## src/rtl/mux_stream_arb_pkg.sv

```systemverilog
// Shared constants for the stream multiplexer: arbitration mode encodings
// and the select-index width helper.
package mux_stream_arb_pkg;

    localparam int MUX_MODE_SEL  = 0;
    localparam int MUX_MODE_RR   = 1;
    localparam int MUX_MODE_PRIO = 2;

    // Channel index width; a 1-bit index is kept even for the smallest N.
    function automatic int sel_width(input int n);
        return (n <= 2) ? 1 : $clog2(n);
    endfunction

endpackage

```

## src/rtl/mux_stream_arb_rr_arbiter.sv

```systemverilog
// Rotating-priority arbiter: the search starts at ptr and wraps N-1 -> 0.
// With ptr tied to zero it behaves as a fixed lowest-index-wins arbiter.
module rr_arbiter
    import mux_stream_arb_pkg::*;
#(
    parameter int N  = 4,
    parameter int PW = 2
) (
    input  logic [N-1:0]  req,
    input  logic [PW-1:0] ptr,
    output logic [N-1:0]  gnt,
    output logic [PW-1:0] idx,
    output logic          any
);

    int cand;

    // First requesting channel at or after ptr wins.
    always_comb begin
        gnt  = '0;
        idx  = '0;
        any  = 1'b0;
        cand = 0;
        for (int k = 0; k < N; k++) begin
            cand = (int'(ptr) + k) % N;
            if (!any && req[cand]) begin
                any       = 1'b1;
                gnt[cand] = 1'b1;
                idx       = PW'(cand);
            end else begin
                any = any;
            end
        end
    end

endmodule

```

## src/rtl/mux_stream_arb.sv

```systemverilog
// N-channel registered stream multiplexer with valid/ready handshake and a
// one-deep output stage; grant by external select, round-robin or priority.
module mux_stream_arb
    import mux_stream_arb_pkg::*;
#(
    parameter int WIDTH = 32,
    parameter int N     = 4,
    parameter int MODE  = MUX_MODE_SEL,
    localparam int SEL_W = sel_width(N)
) (
    input  logic               clk,
    input  logic               reset,
    input  logic [SEL_W-1:0]   sel,
    input  logic [N-1:0]       in_valid,
    input  logic [N*WIDTH-1:0] in_data,
    output logic [N-1:0]       in_ready,
    output logic               out_valid,
    output logic [WIDTH-1:0]   out_data,
    output logic [SEL_W-1:0]   out_chan,
    input  logic               out_ready
);

    logic [N-1:0]     grant_oh_s;
    logic [SEL_W-1:0] grant_idx_s;
    logic             grant_valid_s;
    logic             space_s;
    logic             xfer_s;
    logic [WIDTH-1:0] grant_data_s;

    logic             out_valid_d, out_valid_q;
    logic [WIDTH-1:0] out_data_d,  out_data_q;
    logic [SEL_W-1:0] out_chan_d,  out_chan_q;

    generate
        if (MODE == MUX_MODE_SEL) begin : g_sel
            logic [N-1:0] sel_oh_s;

            // An out-of-range select decodes to no grant at all.
            always_comb begin
                sel_oh_s = '0;
                for (int i = 0; i < N; i++) begin
                    if (sel == SEL_W'(i)) begin
                        sel_oh_s[i] = 1'b1;
                    end else begin
                        sel_oh_s[i] = 1'b0;
                    end
                end
            end

            assign grant_oh_s    = sel_oh_s & in_valid;
            assign grant_idx_s   = sel;
            assign grant_valid_s = |grant_oh_s;
        end else begin : g_arb
            logic [SEL_W-1:0] ptr_s;

            if (MODE == MUX_MODE_RR) begin : g_rr
                logic [SEL_W-1:0] rr_ptr_d, rr_ptr_q;

                // Pointer moves past the winner only when a word is accepted.
                always_comb begin
                    rr_ptr_d = rr_ptr_q;
                    if (xfer_s) begin
                        rr_ptr_d = (grant_idx_s == SEL_W'(N - 1)) ? '0 : grant_idx_s + 1'b1;
                    end else begin
                        rr_ptr_d = rr_ptr_q;
                    end
                end

                // Round-robin pointer register.
                always_ff @(posedge clk) begin
                    if (!reset) begin
                        rr_ptr_q <= '0;
                    end else begin
                        rr_ptr_q <= rr_ptr_d;
                    end
                end

                assign ptr_s = rr_ptr_q;
            end else begin : g_prio
                assign ptr_s = '0;
            end

            rr_arbiter #(.N(N), .PW(SEL_W)) u_arb (
                .req (in_valid),
                .ptr (ptr_s),
                .gnt (grant_oh_s),
                .idx (grant_idx_s),
                .any (grant_valid_s)
            );
        end
    endgenerate

    assign space_s  = !out_valid_q || out_ready;
    assign xfer_s   = reset && space_s && grant_valid_s;
    assign in_ready = xfer_s ? grant_oh_s : '0;

    // Data path follows the one-hot grant so no out-of-range index is formed.
    always_comb begin
        grant_data_s = '0;
        for (int i = 0; i < N; i++) begin
            if (grant_oh_s[i]) begin
                grant_data_s = in_data[i*WIDTH +: WIDTH];
            end else begin
                grant_data_s = grant_data_s;
            end
        end
    end

    // Load on accept, drain on consume; data and channel persist after drain.
    always_comb begin
        out_valid_d = out_valid_q;
        out_data_d  = out_data_q;
        out_chan_d  = out_chan_q;
        if (xfer_s) begin
            out_valid_d = 1'b1;
            out_data_d  = grant_data_s;
            out_chan_d  = grant_idx_s;
        end else if (out_ready) begin
            out_valid_d = 1'b0;
        end else begin
            out_valid_d = out_valid_q;
        end
    end

    // Output stage register.
    always_ff @(posedge clk) begin
        if (!reset) begin
            out_valid_q <= 1'b0;
            out_data_q  <= '0;
            out_chan_q  <= '0;
        end else begin
            out_valid_q <= out_valid_d;
            out_data_q  <= out_data_d;
            out_chan_q  <= out_chan_d;
        end
    end

    assign out_valid = out_valid_q;
    assign out_data  = out_data_q;
    assign out_chan  = out_chan_q;

endmodule

```

## config.mk

```make
export PLATFORM = sky130hd
export DESIGN_NAME = mux_stream_arb
export DESIGN_NICKNAME = d
export VERILOG_FILES = /design/src/rtl/mux_stream_arb_pkg.sv /design/src/rtl/mux_stream_arb_rr_arbiter.sv /design/src/rtl/mux_stream_arb.sv
export SDC_FILE = /design/constraint.sdc
export NUM_CORES = 1
export LEC_CHECK = 0
export ABC_AREA = 1
export CAP_MARGIN = 20
export CORE_UTILIZATION = 32
export DETAILED_ROUTE_END_ITERATION = 8
export PLACE_DENSITY_LB_ADDON = 0.12
export SLEW_MARGIN = 20
export SYNTH_ARGS = -nofsm -noshare
export SYNTH_HDL_FRONTEND = slang
export SYNTH_SLANG_ARGS = --single-unit
```

## constraint.sdc

```tcl
create_clock -name clk -period 1.9 [get_ports clk]
set_input_delay 0.57 -clock clk [delete_from_list [all_inputs] [get_ports clk]]
set_output_delay 0.57 -clock clk [all_outputs]
set_load 0.01 [all_outputs]
```

## Word-level counts from Yosys, hierarchy flattened

Cells that the tools add are included.

- Divide/modulo/power cells: 0
- $lt $le $gt $ge: 0
- Muxes and demuxes: 11
- Bitwise logic cells: 1
- Reduce and logical (&&, ||, !) cells: 7
- Add/sub/neg operators: 0
- Equality and inequality tests: 3
- Multiply operators: 0
- Shifts and indexed selects: 0

Operator list:

| kind | count |
|---|---|
| 32-bit two-way mux | 4 |
| 1-bit two-way mux | 6 |
| 4-bit bitwise AND | 1 |
| 2-bit == test, second input constant | 2 |
| 4-bit two-way mux | 1 |
| 4-bit OR reduction | 1 |
| 2-bit by 1-bit == test with 1-bit output, second input constant | 1 |
| 1-bit logical AND | 2 |
| 2-bit logical NOT | 1 |
| 2-bit nonzero test | 1 |
| 1-bit logical NOT | 1 |
| 1-bit logical OR | 1 |

- Latch bits: 0
- Word-level logic and storage cells: 25
- Register bits: 35
- Input port bits: 137
- Output and inout port bits: 39
- Memory bits (read-only): 0
- Bits in writable memories: 0
- Memories kept: 0

## Depth between registers and ports, before layout

- Depth after elaboration: 7
- Depth in mapped cells: 9
- Gate-level depth less buffers: 7

## Least setup slack after synthesis

No wires, ideal clock.

- Kind: input-to-output
- Start point: input sel[0]
- End point: output in_ready[0]
- Data required time: 1,330 ps
- Setup slack: -135 ps
- Stages: 7
- Buffers on the path: 2
- Data arrival time: 1,465 ps
- Cell sequence: buf_4 -> nor2_1 -> nand2_1 -> nand2_1 -> o21ai_4 -> buf_6 -> nor2_1

- Cells in the longest elaborated chain, start to end: 6
- Elaborated cells between the ends (all ways): 12
- Those cells by class: eq/ne (3); mux (5); bitwise (1); reduce/logical (3)

RTL lines:

| item | line | text |
|---|---|---|
| from (decl) | mux_stream_arb.sv:13 | `input logic [SEL_W-1:0] sel,` |
| 2-bit by 1-bit == test with 1-bit output (tied with other cells) | mux_stream_arb.sv:42 | `if (sel == SEL_W'(i)) begin` |
| 1-bit two-way mux | mux_stream_arb.sv:42 |  |
| 4-bit bitwise AND * | mux_stream_arb.sv:50 | `assign grant_oh_s = sel_oh_s & in_valid;` |
| 4-bit OR reduction | mux_stream_arb.sv:52 | `assign grant_valid_s = \|grant_oh_s;` |
| 1-bit logical AND | mux_stream_arb.sv:94 | `assign xfer_s = reset && space_s && grant_valid_s;` |
| 4-bit two-way mux * | mux_stream_arb.sv:95 | `assign in_ready = xfer_s ? grant_oh_s : '0;` |
| to (decl) | mux_stream_arb.sv:16 | `output logic [N-1:0] in_ready,` |

Mark *: on every way between the ends. The rest lies on a longest branch, timed or not.

## Final worst setup path

- Start point: input sel[1]
- End point: output in_ready[3]

The elaborated chain is that of the path after synthesis.

==> results.md <==
* Nets at just over 700
* Synth Register Bits at 35
* DRC Markers at 0
* CP startpoint kind: input pin
* GRT overflow at 0
* Warnings from Yosys at 0
* Final WL at 10000 µm
* P per Cell Area at 493 mW/mm²
* Total CTS buffers at 5
* Seq pwr share at roughly 37%
* Initial Util at approximately a third
* Synth-to-Final Area Change at 84.1%
* Comb power frac at 37.6%
* Die Span X at 89.3 µm
* Register area share after synthesis at 28.8%
* Synth Instances at 401
* Net switching power at between 0.6 and 0.7 mW
* Clk_skew at approximately 4.3 ps
* Synth area leader: dfxtp_1
* Largest cells by area after synthesis: dfxtp_1 29%, nand4_1 25%, nand2_1 18%
* CTS Sinks at 35
* CP arrival at between 1000 and 1500 ps
* Slew margin rel. at 74.1%
* PnR worst setup slack at -4.01 ps
* Status: finished with violations
* CP endpoint kind: output pin
* Pint at ~1.5 mW
* Top-area cell type share of the netlist area at 28.8%
* Synthesized area at 0.00244 mm²
* Die height at 89.3 µm
* RSZ-0062 raised after global routing: true
* Setup violators final at 1
* CTS root buffer: clkbuf_8
* Hold Path Depth at 2
* Ports at 176
* Max H-tree Level at 2
* VDD IR max at roughly 280 µV
* Core Area at roughly 0.0073 mm²
* DRT antenna net count at 0
* Largest net degree at the start of global routing at 59
* Crit share post-route at 100%
* Clk pwr share at 25.2%
* Crit path required time at approximately 1300 ps
* Reg clk slew, reported paths at 80 ps
* Hold Fails Final Rpt at 0
* Min-Delay Path Class: flip-flop to flip-flop
* Sw Ratio at 31.1%
* Vias post-DR at approximately 3500
* Layout cells sized above 1 at between 10% and 20%
* CTS tree: yes
* Library cells used by synthesis at 15
* Max frequency at 0.525 GHz
* TNS Setup at -4.01 ps
* Drt first pass iters at 4
* Row count at 31
* Syn_nets at between 500 and 600
* PortBufs at 175
* Final Core Density at 61.5%
* Bufs on Longest Clock Path at 2
* MaxCap Viol Count at 0
* Initial antenna violation count at 0
* P_leak at 1.88 nW
* Worst skew pair latency at 290 ps
* Vias per cell at about 5.2
* Antenna cell count at 0
* Hpwl dp at just over 7000 µm
* Vias in the first global route at 3371
* Period minus WS final at 1900 ps
* RePlAce Congestion at 0.851
* CP max FO at 6
* Failing checks: negative setup slack
* Die area at 0.00797 mm²
* R2r worst-path depth at 7
* Syn_area_per_cell at between 6 and 7 µm²
* Reg-to-reg slack, setup at 400 ps
* Worst-margin pin slew at roughly 390 ps
* Initial DRC Count at 114
* Slew Viols, Final at 0
* Mean routed wirelength per cell at 14.9 µm
* GRT Overall Usage at approximately a quarter
* First-pass GRT wire length at 15400 µm
* WS Path Type: input pin to output pin
==> metal layers <==
metal	part of all wire (%)	GRT usage, %	wire, µm	up-vias
met1	39	28.5	3880	1603
met3	11	7.66	1080	20
met5	0	0	0	-
met2	48	44.6	4840	172
met4	2.1	7.79	207	0
li1	-	-	-	1707
==> layout by cell type (no fill, tap or decap), drive strengths merged <==
cell / Yosys / final
clkdlybuf4s50: 0 / 162
nand2: 114 / 114
nand3: 36 / 36
o21ai: 2 / 2
inv: 28 / 29
nand4: 96 / 96
dlymetal6s2s: 0 / 1
dfxtp: 35 / 35
clkbuf: 21 / 6
nor2: 47 / 47
a21oi: 2 / 2
clkinvlp: 0 / 2
buf: 20 / 38
==> cell families after synthesis <==
family	synth area share, %
AOI/OAI and AO/OA	1.28
buffers and inverters	13.1
DFF	28.8
and+or+nand+nor	56.9
==> final timing paths <==
path,start,to
worst min-delay path,out_data[17],out_data[17]
worst max register to register,out_valid,out_data[20]
worst max-delay path,sel[1],in_ready[3]
worst min register to register,out_data[17],out_data[17]
==> flip-flops by register name (all words and copies together), names as in the netlist <==
register and cells:
out_data 32, out_valid 1, out_chan 2
==> cell type report <==
type / instances / area, µm²
clock buffer: 5 / 68.8
clock inverter: 3 / 23.8
fill: 699 / 2810
inverter: 28 / 108
multi-input combinational: 297 / 1480
sequential: 35 / 702
tap: 99 / 124
timing repair buffer: 202 / 1980
==> per-stage QoR <==
stage	total power, mW	worst slack, ps	hold slack (ps)	cell area, µm²	cells
4_1_cts	2.22	-24.8	481	4460	668
2_1_floorplan	1.17	-77.1	491	2490	401
3_5_place_dp	1.65	-912	468	4310	655
6_report	2.21	-4.01	479	4480	669
3_3_place_gp	1.63	-840	457	4310	655
5_1_grt	2.34	-30.8	494	4480	669
==> what timing repair did <==
item / 4_1_cts / 5_1_grt
hold buffers: 0 / 0
setup buffers: 5 / 1
setup endpoints to repair: 39 / 17
resized for setup: 61 / 5
pin swaps: 10 / 6
==> synth_stat cells (all sizes together) <==
| library cell | number |
|---|---|
| nand2 | 114 |
| nand4 | 96 |
| nor2 | 47 |
| nand3 | 36 |
| dfxtp | 35 |
| inv | 28 |
| clkbuf | 21 |
| buf | 20 |
| a21oi | 2 |
| o21ai | 2 |
==> critical path, stage by stage <==
cell and delay (ps):
buf_12 100, nor2_4 40, nand2_2 60, nand2_2 70, o21ai_4 280, nor2_2 70, buf_2 140
==> power by group through the flow <==
stage	Combinational, mW	Clock, mW	Sequential (mW)
2_1_floorplan	0.307	0	0.862
3_3_place_gp	0.800	0	0.834
3_5_place_dp	0.810	0	0.836
4_1_cts	0.825	0.575	0.821
5_1_grt	0.903	0.613	0.827
6_report	0.831	0.557	0.820
(Power assumes the default switching activity.)
